$ cat src/rtl/key_scan_ctrl.sv
// Keypad scan controller: drives two active-low columns, debounces three rows and
// buffers one key event at a time behind a valid/ready handshake.
module key_scan_ctrl #(
  parameter int SCAN_DIV     = 16,
  parameter int DEBOUNCE_CNT = 4
) (
  input  logic       clk,
  input  logic       resetn,
  input  logic       key_row2,
  input  logic       key_row3,
  input  logic       key_row4,
  output logic       key_col1,
  output logic       key_col2,
  output logic       key_valid,
  output logic [2:0] key_code,
  input  logic       key_ready,
  output logic       key_overrun
);

  localparam int            PW          = (SCAN_DIV > 1) ? $clog2(SCAN_DIV) : 1;
  localparam logic [PW-1:0] PRESC_LAST  = PW'(SCAN_DIV - 1);
  localparam logic [3:0]    CNT_LAST    = 4'(DEBOUNCE_CNT - 1);
  localparam logic          SINGLE_TICK = (DEBOUNCE_CNT == 1) ? 1'b1 : 1'b0;

  typedef enum logic [2:0] {
    IDLE  = 3'd0,
    SCAN1 = 3'd1,
    SCAN2 = 3'd2,
    DEB   = 3'd3,
    REL   = 3'd4
  } state_t;

  state_t        state_r;
  logic [2:0]    row_meta_r;
  logic [2:0]    rows_r;
  logic [PW-1:0] presc_r;
  logic [2:0]    pat_r;
  logic [2:0]    code_r;
  logic [3:0]    deb_cnt_r;
  logic [3:0]    rel_cnt_r;

  logic          tick_s;
  logic          all_high_s;
  logic          one_low_s;
  logic [2:0]    row_base_s;
  logic [2:0]    scan_code_s;
  logic          emit_s;
  logic [2:0]    emit_code_s;

  // Two-flop synchronizer; rows_r is {row2,row3,row4}.
  always_ff @(posedge clk) begin
    if (!resetn) begin
      row_meta_r <= 3'b111;
      rows_r     <= 3'b111;
    end else begin
      row_meta_r <= {key_row2, key_row3, key_row4};
      rows_r     <= row_meta_r;
    end
  end

  // Scan-rate prescaler.
  always_ff @(posedge clk) begin
    if (!resetn) begin
      presc_r <= {PW{1'b0}};
    end else if (tick_s) begin
      presc_r <= {PW{1'b0}};
    end else begin
      presc_r <= presc_r + PW'(1);
    end
  end

  assign tick_s      = (presc_r == PRESC_LAST);
  assign all_high_s  = (rows_r == 3'b111);
  assign scan_code_s = row_base_s + {2'b00, (state_r == SCAN2)};

  // Decode a single low row into its code base (2*(row-2)).
  always_comb begin
    one_low_s  = 1'b0;
    row_base_s = 3'd0;
    case (rows_r)
      3'b011:  begin one_low_s = 1'b1; row_base_s = 3'd0; end
      3'b101:  begin one_low_s = 1'b1; row_base_s = 3'd2; end
      3'b110:  begin one_low_s = 1'b1; row_base_s = 3'd4; end
      default: begin one_low_s = 1'b0; row_base_s = 3'd0; end
    endcase
  end

  // Event strobe: fires on the tick where the debounce count is reached.
  always_comb begin
    emit_s      = 1'b0;
    emit_code_s = code_r;
    if (tick_s) begin
      case (state_r)
        SCAN1, SCAN2: begin
          emit_s      = one_low_s & SINGLE_TICK;
          emit_code_s = scan_code_s;
        end
        DEB: begin
          emit_s      = (rows_r == pat_r) && (deb_cnt_r == CNT_LAST);
          emit_code_s = code_r;
        end
        default: begin
          emit_s      = 1'b0;
          emit_code_s = code_r;
        end
      endcase
    end else begin
      emit_s      = 1'b0;
      emit_code_s = code_r;
    end
  end

  // Scan/debounce FSM with registered column drive.
  always_ff @(posedge clk) begin
    if (!resetn) begin
      state_r   <= IDLE;
      key_col1  <= 1'b0;
      key_col2  <= 1'b0;
      pat_r     <= 3'b111;
      code_r    <= 3'd0;
      deb_cnt_r <= 4'd0;
      rel_cnt_r <= 4'd0;
    end else if (tick_s) begin
      case (state_r)
        IDLE: begin
          if (!all_high_s) begin
            state_r  <= SCAN1;
            key_col1 <= 1'b0;
            key_col2 <= 1'b1;
          end
        end
        SCAN1, SCAN2: begin
          if (all_high_s) begin
            if (state_r == SCAN1) begin
              state_r  <= SCAN2;
              key_col1 <= 1'b1;
              key_col2 <= 1'b0;
            end else begin
              state_r  <= IDLE;
              key_col1 <= 1'b0;
              key_col2 <= 1'b0;
            end
          end else if (one_low_s) begin
            pat_r     <= rows_r;
            code_r    <= scan_code_s;
            deb_cnt_r <= 4'd1;
            rel_cnt_r <= 4'd0;
            state_r   <= SINGLE_TICK ? REL : DEB;
          end else begin
            // Ghosting risk with several rows low: wait for full release instead.
            rel_cnt_r <= 4'd0;
            state_r   <= REL;
          end
        end
        DEB: begin
          if (rows_r == pat_r) begin
            if (deb_cnt_r == CNT_LAST) begin
              rel_cnt_r <= 4'd0;
              state_r   <= REL;
            end else begin
              deb_cnt_r <= deb_cnt_r + 4'd1;
            end
          end else begin
            state_r  <= IDLE;
            key_col1 <= 1'b0;
            key_col2 <= 1'b0;
          end
        end
        REL: begin
          if (!all_high_s) begin
            rel_cnt_r <= 4'd0;
          end else if (rel_cnt_r == CNT_LAST) begin
            rel_cnt_r <= 4'd0;
            state_r   <= IDLE;
            key_col1  <= 1'b0;
            key_col2  <= 1'b0;
          end else begin
            rel_cnt_r <= rel_cnt_r + 4'd1;
          end
        end
        default: begin
          state_r  <= IDLE;
          key_col1 <= 1'b0;
          key_col2 <= 1'b0;
        end
      endcase
    end
  end

  // One-deep event buffer; a drain in the emit cycle frees the slot for the new code.
  always_ff @(posedge clk) begin
    if (!resetn) begin
      key_valid   <= 1'b0;
      key_code    <= 3'd0;
      key_overrun <= 1'b0;
    end else if (emit_s) begin
      if (!key_valid || key_ready) begin
        key_valid <= 1'b1;
        key_code  <= emit_code_s;
      end else begin
        key_overrun <= 1'b1;
      end
    end else if (key_valid && key_ready) begin
      key_valid <= 1'b0;
    end
  end

endmodule

$ cat config.mk
export PLATFORM = sky130hd
export DESIGN_NAME = key_scan_ctrl
export DESIGN_NICKNAME = d
export VERILOG_FILES = /design/src/rtl/key_scan_ctrl.sv
export SDC_FILE = /design/constraint.sdc
export NUM_CORES = 1
export LEC_CHECK = 0
export CAP_MARGIN = 20
export CORE_UTILIZATION = 54
export CTS_BUF_LIST = sky130_fd_sc_hd__clkbuf_8
export DETAILED_ROUTE_END_ITERATION = 10
export PLACE_DENSITY = 0.78
export SLEW_MARGIN = 20
export SYNTH_ARGS = -nofsm -noshare
export SYNTH_HDL_FRONTEND = slang
export SYNTH_SLANG_ARGS = --single-unit
export TNS_END_PERCENT = 5
$ cat constraint.sdc
create_clock -name clk -period 1.8 [get_ports clk]
set_clock_uncertainty 0.1 [all_clocks]
set_input_delay 0.36 -clock clk [delete_from_list [all_inputs] [get_ports clk]]
set_output_delay 0.36 -clock clk [all_outputs]
set_load 0.02 [all_outputs]
# [Word-level counts from Yosys, hierarchy flattened]
# Index checks and enable logic that the tools add are counted.
[totals] register_bits=34 inputBits=6 out_inout_bits=7 elab_cells=102
[classes] addsub=4 n_eq_ne=24 n_mux=39 bitwise=3 n_reduce_logical=19
[op_table] op="4-bit two-way mux" count=9
[op_table] op="3-bit two-way mux" count=9
[op_table] op="2-bit != test (second input constant)" count=10
[op_table] op="1-bit two-way mux" count=14
[op_table] op="4-bit by 1-bit adder with 4-bit output (second input constant)" count=3
[op_table] op="3-bit equality test (second input constant)" count=4
[op_table] op="3-bit case mux with 4 select lines" count=1
[op_table] op="4-bit case mux with 3 select lines" count=1
[op_table] op="6-bit AND reduction" count=2
[op_table] op="5-bit AND reduction" count=2
[op_table] op="3-bit by 2-bit equality test with 1-bit output (second input constant)" count=3
[op_table] op="4-bit by 2-bit equality test with 1-bit output (second input constant)" count=2
[op_table] op="1-bit case mux with 4 select lines" count=2
[op_table] op="4-bit case mux with 2 select lines" count=1
[op_table] op="3-bit case mux with 2 select lines" count=1
[op_table] op="2-bit AND reduction" count=3
[op_table] op="4-bit equality test (second input constant)" count=1
[op_table] op="4-bit AND reduction" count=1
[op_table] op="2-bit nonzero test" count=2
[op_table] op="2-bit OR reduction" count=2
[op_table] op="3-bit by 1-bit adder with 3-bit output" count=1
[op_table] op="3-bit by 1-bit equality test with 1-bit output (second input constant)" count=1
[op_table] op="3-bit equality test" count=1
[op_table] op="3-bit logical NOT" count=1
[op_table] op="9 further kinds" count=12

# [Logic depth before layout (Yosys ltp)]
# Gate-level depths: netlist of the first run.
[logic_depth] ltp_word=6 depth_mapped=7 depth_no_buf=6

# [Least setup slack after synthesis of the first run]
# OpenSTA, ideal clock, no wires.
[synth_path] path_kind="register to register" startpoint="register deb_cnt_r[0]" endpoint="register rel_cnt_r[3]" setup_time_ns=0.116 arrival_ns=1.765 required_ns=1.584 path_slack_ns=-0.181 stages_incl_launch_ff=7 path_buffers=0 period_less_slack_ns=1.981 cell_sequence="dfxtp_1 > ha_1 > or3b_1 > a311oi_1 > and3_1 > nand2_1 > a31o_2"
[synth_via] elab_chain_cells=3
[synth_lines] element="start, declared" line="39" text="logic [3:0] deb_cnt_r;"
[synth_lines] element="start signal, assigned" line="161" text="deb_cnt_r <= deb_cnt_r + 4'd1;"
[synth_lines] element="4-bit by 2-bit equality test with 1-bit output" line="157" text="if (deb_cnt_r == CNT_LAST) begin"
[synth_lines] element="2-bit != test (no source line)"
[synth_lines] element="5-bit AND reduction (no source line)"
[synth_lines] element="end signal, assigned" line="178" text="rel_cnt_r <= rel_cnt_r + 4'd1;"
[synth_lines] element="end, declared" line="40" text="logic [3:0] rel_cnt_r;"
# No other way between the ends.
# A chain may end at the register's enable or synchronous reset.

# [Worst setup path in the final report of the first run]
[layout_path] startpoint="register deb_cnt_r[1]" endpoint="register rel_cnt_r[3]"
# Same word-level chain as after synthesis.

==> results.toml, run 1 <==
[finish]
diodes = 0
postLayoutCoreUtil_pct = 83.5
drive_above_1_share_pct = 37.8
fin_nets = 256
fill_cells = 167
synthToLayoutAreaGrowth_pct = 41.3
final_cells = 288
regArea_sq_um = 698
multi_input_area_sq_um = 1080

[placement]
dp_hpwl_um = 3130
gp_congestion = 0.911
post-place-cells = 279
io_buffers = 12

[pwr]
power_density_nw_per_um2 = 597
peakVddDrop_mv = 0.548
switching_power_uw = 320
power_leakage_nw = 0.897
combPwrFrac_pct = 7.5
p_sw_share_pct = 22.3
intPower_mw = 1.11
p_seq_share_pct = 54.1
power_frac_clock_pct = 38.4

[die]
row_count = 19
coreArea_sq_um = 2880
io_pins = 13
dieArea_sq_um = 3380
initial_core_util_pct = 59.1
die_w_um = 58.1
die_h_um = 58.1

[sta]
hold_viol = 0
fin_crit_sh_pct = 105
setup_violations = 6
max-slew-margin-rel_pct = 74.3
timing.fmax_ghz = 0.527
timing.final.crit_period_ns = 1.90
worst_pin_slew_ns = 0.384
slew_violations = 0
rsz0062_at_grt = "yes"
setup_slack_ns = -0.0978

[status]
status = "finished, violations left"
violations = "setup timing"

[worst_setup_path]
critPathCaptureType = "flop"
crit_type = "flop to flop"
r2r_setup_slack_ns = -0.1
worstPathRequired_ns = 1.93
crit_fanout = 3
start_kind = "flop"
arrival_ns = 2.03

[synth]
synth-warning-count = 0
avgSynthCellArea_sq_um = 8.80
synth_flop_cell = "dfxtp_1"
ys_seq_area_share_pct = 40.1
synth_edf_count = 0
async_flop_share_pct = 0
syn_inst = 193
ys_types = 55
syn_area_sq_um = 1700
ys_ff_latch = 34
synthesis.nets = 202

[job]
cap_violations = 0

[global_route]
grt.busiest_layer = "met2"
met3_usage_pct = 7.37
grt_max_degree = 13
grt_pass1_wl_um = 6930
grt_pass1_vias = 1555
use_met2_pct = 45.3
grtUsageTotal_pct = 27.2
antenna_found_initial = 0
grt_util_met1_pct = 33.3
gr-total-overflow = 0

[drt]
wl_per_cell_um = 15.5
vias = 1659
initialDrtViolationCount = 92
antenna_left = 0
via_per_inst = 5.76
drc = 0
dr.pass1.iters = 4
totalWireLength_um = 4470

[clock_network]
ctsRootBufferMaster = "clkbuf_8"
clk_latency_ns = 0.28
h-tree-depth = 2
cts_tree = "yes"
path_clk_slew_ns = 0.07
cts.sinks = 34
hold_buffers = 0
clockBufferDepth = 2
numCtsBuffers = 5

[worst_hold_path]
worstHoldPathType = "flop to flop"
-- Yosys cell counts (2+ instances only) --
| master | instances | share of area, % |
|---|---|---|
| xnor2_1 | 5 | 2.6 |
| clkbuf_1 | 6 | 1.3 |
| nor2_1 | 17 | 3.8 |
| o21ai_0 | 9 | 2.7 |
| nand4b_1 | 2 | 1.0 |
| ha_1 | 3 | 2.2 |
| a31oi_1 | 2 | 0.74 |
| nand2b_1 | 6 | 2.2 |
| nor3_1 | 9 | 2.7 |
| and3_1 | 6 | 2.2 |
| a211oi_1 | 4 | 1.8 |
| o211ai_1 | 2 | 0.88 |
| mux2i_1 | 5 | 2.9 |
| inv_1 | 5 | 1.1 |
| a21oi_1 | 13 | 3.8 |
| nand2_1 | 14 | 3.1 |
| a31o_2 | 2 | 1.0 |
| o22ai_1 | 2 | 0.74 |
| o21a_1 | 2 | 0.88 |
| a21boi_0 | 2 | 0.88 |
| dfxtp_1 | 34 | 40 |
| nand4_1 | 3 | 1.1 |
| nand3_1 | 5 | 1.5 |
| nand3b_1 | 2 | 0.88 |
| o31ai_1 | 2 | 0.88 |
| buf_2 | 2 | 0.59 |
-- flip-flops by register name (all words and copies together) (netlist names) --
name / flops
key_col1: 1
pat_r: 3
key_code: 3
rows_r: 3
row_meta_r: 3
rel_cnt_r: 4
key_col2: 1
code_r: 3
presc_r: 4
key_overrun: 1
deb_cnt_r: 4
key_valid: 1
state_r: 3
-- placed cells by master (no fill, tap or decap), types with 5 or more instances in the layout --
cell / n
a21oi_1: 11
buf_4: 43
clkbuf_8: 6
clkdlybuf4s50_1: 12
dfxtp_1: 24
dfxtp_2: 8
inv_1: 5
mux2i_1: 5
nand2_1: 14
nand2b_1: 6
nor2_1: 16
nor3_1: 7
o21ai_0: 8
-- through the flow --
stage | setup TNS, ns | setup slack (ns) | hold WS [ns] | instance area (sq um) | power, mW
floorplan | -0.0319 | -0.0146 | 0.286 | 1750 | 0.843
global placement | -0.464 | -0.108 | 0.293 | 2190 | 0.888
detailed placement | -1.00 | -0.118 | 0.292 | 2190 | 0.893
CTS | -0.331 | -0.0609 | 0.306 | 2300 | 1.44
global route | -1.19 | -0.160 | 0.321 | 2400 | 1.48
finish | -0.280 | -0.0978 | 0.305 | 2400 | 1.43
-- repair_timing --
item	in CTS	in global routing
buffers inserted	1	2
setup endpoints to repair	16	19
pin swaps	5	8
gates resized for setup	9	21
-- critical path, stage by stage (launching register included) --
cell      delay (ns)
dfxtp_2         0.35
ha_4            0.13
or3b_4          0.39
a311oi_2        0.25
nand4_1         0.24
nor4_2          0.24
a31o_2          0.15
-- layout make-up --
class,count,share of cell area (%)
Timing Repair Buffer,57,19.4
Sequential cell,34,29.1
Multi-Input combinational cell,143,45.0
Inverter,6,0.938
Clock buffer,6,3.44
Tap cell,42,2.19
-- final timing paths --
path,start,endpoint,cells past startpoint
worst max-delay path,deb_cnt_r[1],rel_cnt_r[3],6
worst min-delay path,row_meta_r[1],rows_r[1],1
worst max register to register,deb_cnt_r[1],rel_cnt_r[3],6
worst min register to register,row_meta_r[1],rows_r[1],1
-- logic make-up after synthesis --
group                      after synthesis  synth area share (%)
and+or+nand+nor                         77                  25.4
muxes                                    5                  2.95
xor gates and xnor gates                 6                  3.53
buffers and inverters                   16                  4.34
DFF                                     34                  40.1
adders and majority gates                3                  2.21
AOI/OAI and AO/OA                       52                  21.5
-- power groups by stage --
| stage | Combinational [mW] | Clock, mW | Sequential, mW |
|---|---|---|---|
| floorplan | 0.0543 | 0 | 0.788 |
| global placement | 0.0970 | 0 | 0.791 |
| detailed placement | 0.101 | 0 | 0.792 |
| CTS | 0.103 | 0.562 | 0.776 |
| global route | 0.115 | 0.588 | 0.776 |
| finish | 0.107 | 0.550 | 0.776 |
-- per-layer routing --
layer  share of wire [%]  up-vias
li1                    -      814
met4                 1.1        0
met3                 5.1        5
met1                  43      793
met2                  50       47
met5                   0        -
Note: power is estimated with default switching activity, not from simulation.
==> inputs of run 2 (changes only) <==
- SLEW_MARGIN: 20 -> not set
==> results of run 2 <==
Same layout as run 1: the final DEF is identical, and so are final timing and power.
==> inputs of run 3 (changes only) <==
- GPL_ROUTABILITY_DRIVEN: not set -> 1
==> results of run 3 <==
Same layout as run 1: the final DEF is identical, and so are final timing and power.
